$ cat src/rtl/microwave_front_panel.sv
// Microwave front panel: synchronizes and debounces keypad/door inputs,
// turns key presses into controller pulses, holds entered time, drives done beep.
module microwave_front_panel #(
    parameter int DEBOUNCE_CYCLES = 4,
    parameter int BEEP_CYCLES     = 8
) (
    input  logic       clk,
    input  logic       rst,
    input  logic       key_start_raw,
    input  logic       key_stop_raw,
    input  logic       key_digit_raw,
    input  logic [3:0] key_digit,
    input  logic       door_sw_raw,
    input  logic       cooking,
    input  logic [3:0] remaining_time,
    output logic       start,
    output logic       stop,
    output logic       door_open,
    output logic       door_close,
    output logic [3:0] time_set,
    output logic       beep
);

    localparam int CW = (DEBOUNCE_CYCLES < 2) ? 1 : $clog2(DEBOUNCE_CYCLES);
    localparam int BW = $clog2(BEEP_CYCLES + 1);
    localparam logic [CW-1:0] DB_LAST   = CW'(DEBOUNCE_CYCLES - 1);
    localparam logic [BW-1:0] BEEP_LOAD = BW'(BEEP_CYCLES);
    // Bit order {door, digit, stop, start}; door path resets to "open".
    localparam logic [3:0] RST_LVL = 4'b1000;

    logic [3:0]          raw_w;
    logic [3:0]          s1_q;
    logic [3:0]          s2_q;
    logic [3:0]          lvl_q;
    logic [3:0]          lvl_d;
    logic [3:0][CW-1:0]  cnt_q;
    logic [3:0][CW-1:0]  cnt_d;
    logic [2:0]          prev_q;
    logic [2:0]          press_w;
    logic                stop_ev;
    logic                start_ev;
    logic                digit_ev;
    logic                start_ok;
    logic                done_w;
    logic [7:0]          n_w;
    logic                start_q;
    logic                start_d;
    logic                stop_q;
    logic                stop_d;
    logic [3:0]          ts_q;
    logic [3:0]          ts_d;
    logic                cook_prev_q;
    logic [BW-1:0]       beep_q;
    logic [BW-1:0]       beep_d;

    assign raw_w = {door_sw_raw, key_digit_raw, key_stop_raw, key_start_raw};

    always_comb begin
        lvl_d = lvl_q;
        cnt_d = cnt_q;
        for (int i = 0; i < 4; i++) begin
            if (s2_q[i] == lvl_q[i]) begin
                cnt_d[i] = '0;
            end else if (cnt_q[i] == DB_LAST) begin
                cnt_d[i] = '0;
                lvl_d[i] = ~lvl_q[i];
            end else begin
                cnt_d[i] = cnt_q[i] + 1'b1;
            end
        end
    end

    assign press_w  = lvl_q[2:0] & ~prev_q;
    assign stop_ev  = press_w[1];
    assign start_ev = press_w[0] & ~press_w[1];
    assign digit_ev = press_w[2] & ~press_w[1] & ~press_w[0];
    assign start_ok = start_ev & ~lvl_q[3]
                    & ((ts_q != 4'd0) | (remaining_time != 4'd0));
    assign n_w      = {4'd0, ts_q} * 8'd10 + {4'd0, key_digit};
    assign done_w   = cook_prev_q & ~cooking & (remaining_time == 4'd0);

    always_comb begin
        start_d = start_ok;
        stop_d  = stop_ev & cooking;
        ts_d    = ts_q;
        // Clear one edge after the pulse: the controller has latched it by then.
        if (start_q) begin
            ts_d = 4'd0;
        end else if (stop_ev & ~cooking) begin
            ts_d = 4'd0;
        end else if (digit_ev & ~cooking & (key_digit <= 4'd9)) begin
            ts_d = (n_w <= 8'd15) ? n_w[3:0] : key_digit;
        end
    end

    always_comb begin
        beep_d = beep_q;
        if (|press_w) begin
            beep_d = '0;
        end else if (done_w) begin
            beep_d = BEEP_LOAD;
        end else if (beep_q != '0) begin
            beep_d = beep_q - 1'b1;
        end
    end

    always_ff @(posedge clk or posedge rst) begin
        if (rst) begin
            s1_q        <= RST_LVL;
            s2_q        <= RST_LVL;
            lvl_q       <= RST_LVL;
            cnt_q       <= '0;
            prev_q      <= 3'b000;
            start_q     <= 1'b0;
            stop_q      <= 1'b0;
            ts_q        <= 4'd0;
            cook_prev_q <= 1'b0;
            beep_q      <= '0;
        end else begin
            s1_q        <= raw_w;
            s2_q        <= s1_q;
            lvl_q       <= lvl_d;
            cnt_q       <= cnt_d;
            prev_q      <= lvl_q[2:0];
            start_q     <= start_d;
            stop_q      <= stop_d;
            ts_q        <= ts_d;
            cook_prev_q <= cooking;
            beep_q      <= beep_d;
        end
    end

    assign start      = start_q;
    assign stop       = stop_q;
    assign door_open  = lvl_q[3];
    assign door_close = ~lvl_q[3];
    assign time_set   = ts_q;
    assign beep       = (beep_q != '0);

endmodule

$ cat config.mk
export PLATFORM = sky130hd
export DESIGN_NAME = microwave_front_panel
export DESIGN_NICKNAME = d
export VERILOG_FILES = /design/src/rtl/microwave_front_panel.sv
export SDC_FILE = /design/constraint.sdc
export NUM_CORES = 1
export LEC_CHECK = 0
export BUFFER_PORTS_ARGS = -buffer_cell sky130_fd_sc_hd__clkbuf_2
export CORE_MARGIN = 4
export CORE_UTILIZATION = 29
export DETAILED_ROUTE_END_ITERATION = 6
export GPL_ROUTABILITY_DRIVEN = 0
export SLEW_MARGIN = 15
export SYNTH_ARGS = -nofsm -noshare
export SYNTH_HDL_FRONTEND = slang
export SYNTH_SLANG_ARGS = --single-unit
$ cat constraint.sdc
create_clock -name clk -period 5 [get_ports clk]
set_input_delay 1 -clock clk [delete_from_list [all_inputs] [get_ports clk]]
set_output_delay 1 -clock clk [all_outputs]
set_load 0.05 [all_outputs]
======== Word-level counts from Yosys, hierarchy flattened ========
Index checks and enable logic that the tools add are counted.
operators by class
  $lt $le $gt $ge ......................... 2
  $add $sub $neg .......................... 6
  bitwise operators ....................... 25
  multiplexer cells ....................... 15
  reductions and logical operators ........ 11
  multipliers ............................. 1
  eq/ne operators ......................... 8
operators by type and width
  cell                   count
  $mux W4                7
  $mux W2                8
  $reduce_bool A4 Y1     3
  $and A1 B1 Y1          11
  $not A1 Y1             11
  $add A2 B1 Y2 const B  4
  $add A8 B4 Y8          1
  $eq A2 B2 Y1 const B   4
  $le A8 B4 Y1 const B   1
  $reduce_and A2 Y1      4
  $mul A4 B3 Y7 const B  1
  $reduce_bool A3 Y1     2
  $eq A1 B1 Y1           4
  $le A4 B4 Y1 const B   1
  $logic_not A4 Y1       1
  $sub A4 B1 Y4 const B  1
  $and A3 B3 Y3          1
  $not A3 Y3             1
  $reduce_or A3 Y1       1
  $or A1 B1 Y1           1
word-level totals
  register bits after elaboration ......... 34
  word-level logic and storage cells ...... 84
  output and inout bits ................... 9
  bits of input ports ..................... 15

======== Logic depth before layout (Yosys ltp) ========
Gate-level depths: netlist (run 1).
  word-level depth ........................ 10
  depth in mapped cells ................... 8

======== Least setup slack after synthesis (run 1) ========
Ideal clock, no wire load.
  path type ............................... register to register
  start ................................... register ts_q[3], in the netlist time_set[3]
  end ..................................... register ts_q[1], in the netlist time_set[1]
  library setup time ...................... 0.133 ns
  period minus slack after synthesis ...... 2.673 ns
  stages on the path, launching flop included .. 9
  slack ................................... 2.327 ns
  data arrival time ....................... 2.541 ns
  data required time ...................... 4.867 ns
  buffers on the path ..................... 0
  cells stage by stage .................... dfrtp_1 > ha_1 > ha_1 > fa_1 > xnor2_2 > xnor2_2 > o31ai_4 > o21a_4 > o211ai_2
between the ends
  word-level cells in the longest chain between the ends .. 7
ends and longest elaborated chain
  element                   RTL line  text
  start: declaration        50        logic [3:0] ts_q;
  start signal: assignment  127       ts_q <= ts_d;
  $mul A4 B3 Y7             79        assign n_w = {4'd0, ts_q} * 8'd10 + {4'd0, key_digit};
  $add A8 B4 Y8             79
  $le A8 B4 Y1              92        ts_d = (n_w <= 8'd15) ? n_w[3:0] : key_digit;
  $mux W4                   92
  $mux W4                   91        end else if (digit_ev & ~cooking & (key_digit <= 4'd9)) begin
  $mux W4                   89        end else if (stop_ev & ~cooking) begin
  $mux W4                   87        if (start_q) begin
Every way passes these cells. The select of a mux whose other input is x is not followed.
A chain may end at the register's enable or synchronous reset.

======== Final worst setup path (run 1) ========
  start ................................... register ts_q[1], in the netlist time_set[1]
  end ..................................... register ts_q[2], in the netlist time_set[2]
between the ends
  word-level cells in the longest chain between the ends .. 7
ends and longest elaborated chain
  element            RTL line
  $mul A4 B3 Y7 (*)  79
  $add A8 B4 Y8 (*)  79
  $le A8 B4 Y1       92
  $mux W4 (*)        92
  $mux W4 (*)        91
  $mux W4 (*)        89
  $mux W4 (*)        87
Every way passes the cells marked *; elsewhere a longest branch is shown, timed or not. The select of a mux whose other input is x is not followed.

==> results of run 1 <==
==> critical path, delay by kind of cell (launching register included) <==
family / cells / cell delay (ps)
fa+ha+maj: 3 / 980
compound gates: 3 / 580
flops: 1 / 470
xor+xnor: 2 / 350
==> kinds of logic after synthesis <==
group	after synthesis
xor+xnor	9
flops	34
compound gates	19
buf+inv	9
fa+ha+maj	15
mux	4
simple gates	48
==> synthesized netlist by cell type (3+ instances only) <==
cell / n
a21oi_1: 5
xnor2_1: 5
nand3_1: 3
mux2_2: 3
nor2_1: 8
o211ai_2: 3
ha_1: 13
inv_1: 9
nor3_1: 5
nand2b_1: 3
dfstp_2: 3
nand2_1: 10
dfrtp_1: 31
nor2b_1: 5
==> area by class of cell <==
cell class	count	area share, %
flip-flops and latches	34	44.1
clock buffers	7	3.94
inverters	9	1.74
repair buffers	24	6.32
well taps	72	4.65
multi-input cells	95	39.3
==> registers in the layout, indices dropped and copies added, names as in the netlist <==
register     count
s2_q             4
lvl_q            4
cook_prev_q      1
stop             1
s1_q             4
start            1
cnt_q            8
time_set         4
prev_q           3
beep_q           4
==> worst min path at each step <==
stage               slack (ps)                end               from
CTS                        350  s2_q[2]$_DFF_PP0_  s1_q[2]$_DFF_PP0_
finish                     350  s2_q[2]$_DFF_PP0_  s1_q[2]$_DFF_PP0_
global route               360  s2_q[2]$_DFF_PP0_  s1_q[2]$_DFF_PP0_
floorplan                  330  s2_q[0]$_DFF_PP0_  s1_q[0]$_DFF_PP0_
detailed placement         340  s2_q[2]$_DFF_PP0_  s1_q[2]$_DFF_PP0_
global placement           330  s2_q[2]$_DFF_PP0_  s1_q[2]$_DFF_PP0_
==> metal layers <==
layer / vias to the layer above / GRT usage [%]
met1: 512 / 10.1
met5: - / 0
li1: 541 / -
met3: 7 / 2.48
met2: 16 / 14.7
met4: 0 / 5.70
==> power by group <==
part	total [mW]	internal [mW]	switching, mW
Sequential	0.439	0.366	0.0729
Combinational	0.577	0.229	0.349
Clock	0.187	0.0957	0.0915
Total	1.20	0.690	0.513
==> impl_metrics.env, run 1 <==
export IMPL_die_w_um=83.4
export IMPL_grt_usage_pct=8.91
export IMPL_layout_common_cells="dfrtp_1, clkbuf_2, ha_1"
export IMPL_status="finished, final reports clean"
export IMPL_met3WireLength_um=83
export IMPL_antenna_found_initial=0
export IMPL_met1_length_mm=1.32
export IMPL_p_total_mw=1.20
export IMPL_avgRoutedWirePerCell_um=11.9
export IMPL_syn_area_per_cell_um2=12.0
export IMPL_synth_enable_flop_cells=0
export IMPL_initial_core_util_pct=30.0
export IMPL_hpwl_mm=2.18
export IMPL_r2r_cells=8
export IMPL_grt_pass1_vias=1110
export IMPL_gr_total_overflow=0
export IMPL_rrSetupSlack_ps=2500
export IMPL_power_density_nw_per_um2=620
export IMPL_cp_end_kind="flop"
export IMPL_die_h_um=83.4
export IMPL_drv_cap=0
export IMPL_worst_slew_pin_slew_ps=404
export IMPL_max_slew_margin_rel_pct=72.8
export IMPL_tritoncts="yes"
export IMPL_final_common_cell="dfrtp_1"
export IMPL_vias=1076
export IMPL_ys_warnings_count=0
export IMPL_grt_max_degree=35
export IMPL_tns_ps=0
export IMPL_dpl_cell_area_um2=1860
export IMPL_drc=0
export IMPL_root_buffer="clkbuf_8"
export IMPL_rows=27
export IMPL_ios=24
export IMPL_hold_viol=0
export IMPL_cp_endpoint="time_set[2]$_DFFE_PP0P_"
export IMPL_fin_skew_ps=5.05
export IMPL_drtIter0Drc=63
export IMPL_highest_layer="met4"
export IMPL_design_area_um2=1940
export IMPL_async_flop_share_pct=100
export IMPL_clk_latency_ps=290
export IMPL_startpoint_type="flop"
export IMPL_dr_pass1_iters=4
export IMPL_path_cells="ha_1, ha_1, fa_1, xnor2_2, xnor2_2, o31ai_4, o21a_4, o211ai_2"
export IMPL_pre_cts_ws_ps=2290
export IMPL_fmax_mhz=400
export IMPL_criticalPathCategory="flop to flop"
export IMPL_final_setup_worst_slack_ps=2500
export IMPL_layout_min_cycle_time_ps=2500
export IMPL_worstHoldPathCells=0
export IMPL_rr_endpoint="time_set[2]$_DFFE_PP0P_"
export IMPL_area_delta_synth_final_pct=17.5
export IMPL_synth_mux_area_share_pct=2.65
export IMPL_synth_top_area_cell="dfrtp_1"
export IMPL_ant_nets=0
export IMPL_drive_gt1_share_pct=24.9
export IMPL_post_cts_buffers=0
export IMPL_setup_viol=0
export IMPL_cpPeakStageDelay_ps=470
export IMPL_post_route_util_pct=35.2
export IMPL_synth_xor_area_share_pct=5.69
export IMPL_drv_slew=0
export IMPL_synth_top_cells_by_area="dfrtp_1, ha_1, dfstp_2"
export IMPL_critPathLaunch="time_set[1]$_DFFE_PP0P_"
export IMPL_avgViaCountPerCell=4.46
export IMPL_n_antenna_cell=0
export IMPL_ys_types=36
export IMPL_min_path_type="flop to flop"
export IMPL_synth_nets=168
export IMPL_synth_seq_area_share_pct=51.8
export IMPL_leakagePower_nw=0.919
export IMPL_fin_hold_ws_ps=349
export IMPL_hold_buffers=0
export IMPL_synth_main_ff_cell="dfrtp_1"
export IMPL_io_buffers=23
export IMPL_synth_compound_area_share_pct=9.78
export IMPL_cts_buffer_depth=2
export IMPL_critPathSlowestCell="dfrtp_1"
export IMPL_post_route_period_util_pct=50.0
export IMPL_multi_input_area_um2=762
export IMPL_routed_wl_met2_mm=1.39
export IMPL_drt_wl_total_mm=2.87
export IMPL_yosys_area_share_simple_pct=15.8
export IMPL_grt_pass1_wl_mm=4.89
export IMPL_layoutNonFillerInstCount=241
export IMPL_grt_setup_unrepaired="no"
export IMPL_synth_area_um2=1650
export IMPL_cp_max_fo=6
export IMPL_synthAdderAreaFrac_pct=12.3
export IMPL_layout_nets=199
export IMPL_dp_cells=234
export IMPL_netlist_area_leader_share_pct=47.0
export IMPL_r2r_start="time_set[1]$_DFFE_PP0P_"
export IMPL_ys_ff_latch=34
export IMPL_required_ps=5160
export IMPL_clkTransAtPathRegs_ps=60
export IMPL_ir_drop_mv=0.201
export IMPL_cts_buffers=5
export IMPL_syn_inst=138
export IMPL_nFillCells=544
export IMPL_numClockSinks=34
export IMPL_seq_area_um2=855
export IMPL_ctsResizeCount=0
export IMPL_core_area_um2=5510
export IMPL_cp_arrival_ps=2660
export IMPL_synth_top_family_by_area="simple AND/OR/NAND/NOR gates"
export IMPL_die_area_um2=6960
export IMPL_htree_levels=2
No activity file was read; power rests on OpenSTA's default activity.
==> inputs of run 2 (changes only) <==
clock period = 2.1 ns   (was 5 ns; I/O delays follow)
==> run 2 against run 1 <==
The run now ends with setup timing left. Critical path depth is the same. Register-to-register slack lost 2600 ps. Setup slack lost 2600 ps. Critical path type unchanged. Sequential cell count is the same. Highest routed layer unchanged. Cell area grew 9.9%. Total power grew to 2.7 times the previous value. Sequential share of layout area shrank 3.6 points. Non-clock buffer count grew 9. Fmax grew 12%. Clock skew grew 3.5 ps. Global-route usage grew 0.55 points.
==> impl_metrics.env, run 2 (synthesized netlist as in run 1, its figures left out) <==
export IMPL_n_antenna_cell=0
export IMPL_min_path_type="input port to async pin"
export IMPL_die_area_um2=6960
export IMPL_combinationalPowerShare_pct=47.2
export IMPL_swShare_pct=38.4
export IMPL_dr_pass1_iters=3
export IMPL_cts_buffers=5
export IMPL_initial_core_util_pct=30.0
export IMPL_path_cells="ha_4, ha_4, fa_2, xnor2_4, xnor2_2, o31ai_4, o21a_4, o211ai_2"
export IMPL_rows=27
export IMPL_crit_top_cell="ha_4"
export IMPL_intPower_mw=2.04
export IMPL_layout_min_cycle_time_ps=2240
export IMPL_io_buffers=23
export IMPL_cp_max_fo=4
export IMPL_hold_viol=0
export IMPL_design_area_um2=2130
export IMPL_fin_skew_ps=8.55
export IMPL_die_w_um=83.4
export IMPL_clkTransAtPathRegs_ps=70
export IMPL_fmax_mhz=447
export IMPL_layout_nets=208
export IMPL_leakagePower_nw=0.990
export IMPL_cpPeakStageDelay_ps=490
export IMPL_seq_area_um2=862
export IMPL_violations="setup timing"
export IMPL_cp_end_kind="flop"
export IMPL_max_slew_margin_rel_pct=67.0
export IMPL_status="complete, but fails checks"
export IMPL_core_area_um2=5510
export IMPL_ant_nets=0
export IMPL_power_density_nw_per_um2=1550
export IMPL_ios=24
export IMPL_root_buffer="clkbuf_8"
export IMPL_vias=1105
export IMPL_avgViaCountPerCell=4.40
export IMPL_worstPathBufferInverterCount=0
export IMPL_fin_hold_ws_ps=76.0
export IMPL_numClockSinks=34
export IMPL_worst_slew_pin_slew_ps=491
export IMPL_layout_common_cells="dfrtp_1, clkbuf_2, ha_1"
export IMPL_drc=0
export IMPL_required_ps=2260
export IMPL_cp_arrival_ps=2400
export IMPL_drive_gt1_share_pct=34.1
export IMPL_gr_total_overflow=0
export IMPL_dpl_cell_area_um2=1980
export IMPL_startpoint_type="flop"
export IMPL_setup_viol=3
export IMPL_grt_usage_pct=9.46
export IMPL_final_common_cell="dfrtp_1"
export IMPL_seqPwrFrac_pct=30.4
export IMPL_critPathSlowestCell="dfrtp_4"
export IMPL_post_route_period_util_pct=107
export IMPL_tns_ps=-394
export IMPL_top_register="cnt_q"
export IMPL_nFillCells=531
export IMPL_rrSetupSlack_ps=-140
export IMPL_cpLargestDelayFamily="adder cells"
export IMPL_grt_max_degree=21
export IMPL_grt_setup_unrepaired="yes"
export IMPL_antenna_found_initial=0
export IMPL_grt_pass1_wl_mm=5.29
export IMPL_p_total_mw=3.30
export IMPL_area_delta_synth_final_pct=29.2
export IMPL_die_h_um=83.4
export IMPL_final_setup_worst_slack_ps=-140
export IMPL_crit_cells=8
export IMPL_hpwl_mm=2.33
export IMPL_avgRoutedWirePerCell_um=11.8
export IMPL_drtIter0Drc=72
export IMPL_multi_input_area_um2=801
export IMPL_r2r_cells=8
export IMPL_drv_cap=0
export IMPL_grt_pass1_vias=1138
export IMPL_rr_endpoint="time_set[2]$_DFFE_PP0P_"
export IMPL_tritoncts="yes"
export IMPL_r2r_start="time_set[3]$_DFFE_PP0P_"
export IMPL_criticalPathCategory="flop to flop"
export IMPL_drv_slew=0
export IMPL_htree_levels=2
export IMPL_clk_latency_ps=290
export IMPL_largest_reg_flops=8
export IMPL_power_frac_clock_pct=22.4
export IMPL_ir_drop_mv=0.524
export IMPL_cts_buffer_depth=2
export IMPL_p_switching_mw=1.27
export IMPL_post_cts_buffers=0
export IMPL_drt_wl_total_mm=2.97
-- run 2: cell count changes in the layout (fill, tap and decap cells not counted), moves of 2 or more --
cell,delta
clkbuf_1,-2
dfrtp_1,-4
ha_1,-2
buf_4,+8
ha_4,+2
dfrtp_2,+3
bufinv_16,+2
-- run 2: routing by layer --
metal	up-vias	routed length (um)	GRT usage, %	part of all wire, %
li1	561	-	-	-
met1	521	1280	11.2	43
met2	16	1510	16.0	51
met3	7	114	3.17	3.8
met4	0	57	3.51	1.9
met5	-	0	0	0
-- run 2: worst max path at each step --
stage	startpoint	endpoint	slack [ps]
6_report	time_set[3]$_DFFE_PP0P_	time_set[2]$_DFFE_PP0P_	-140
5_1_grt	time_set[3]$_DFFE_PP0P_	time_set[2]$_DFFE_PP0P_	-220
4_1_cts	time_set[3]$_DFFE_PP0P_	time_set[2]$_DFFE_PP0P_	-150
3_5_place_dp	time_set[3]$_DFFE_PP0P_	time_set[3]$_DFFE_PP0P_	-140
3_3_place_gp	time_set[3]$_DFFE_PP0P_	time_set[3]$_DFFE_PP0P_	-100
2_1_floorplan	time_set[3]$_DFFE_PP0P_	time_set[1]$_DFFE_PP0P_	-180
-- run 2: timing repair --
item / 4_1_cts / 5_1_grt
resized for setup: 0 / 1
pin swaps: 1 / 0
setup endpoints to repair: 3 / 3
hold buffers: 0 / 0
-- run 2: cell type report --
| class | count | share of cell area, % |
|---|---|---|
| Sequential cell | 34 | 40.4 |
| Multi-Input combinational cell | 95 | 37.6 |
| Timing Repair Buffer | 33 | 9.51 |
| Tap cell | 72 | 4.23 |
| Clock buffer | 6 | 3.87 |
| Clock inverter | 2 | 2.82 |
| Inverter | 9 | 1.58 |
-- run 2: per-stage QoR --
stage          instances  setup slack [ps]  util, %
4_1_cts              251              -146     38.5
6_report             251              -140     38.7
3_3_place_gp         243             -96.2     35.9
5_1_grt              251              -218     38.7
2_1_floorplan        138              -178        -
3_5_place_dp         243              -137     35.9
-- run 2: power by group through the flow --
stage	clock network [mW]	logic (mW)	registers (mW)
6_report	0.740	1.56	1.00
2_1_floorplan	0	0.987	1.21
3_5_place_dp	0	1.56	1.02
4_1_cts	0.766	1.57	1.01
3_3_place_gp	0	1.53	1.02
5_1_grt	0.794	1.73	1.03
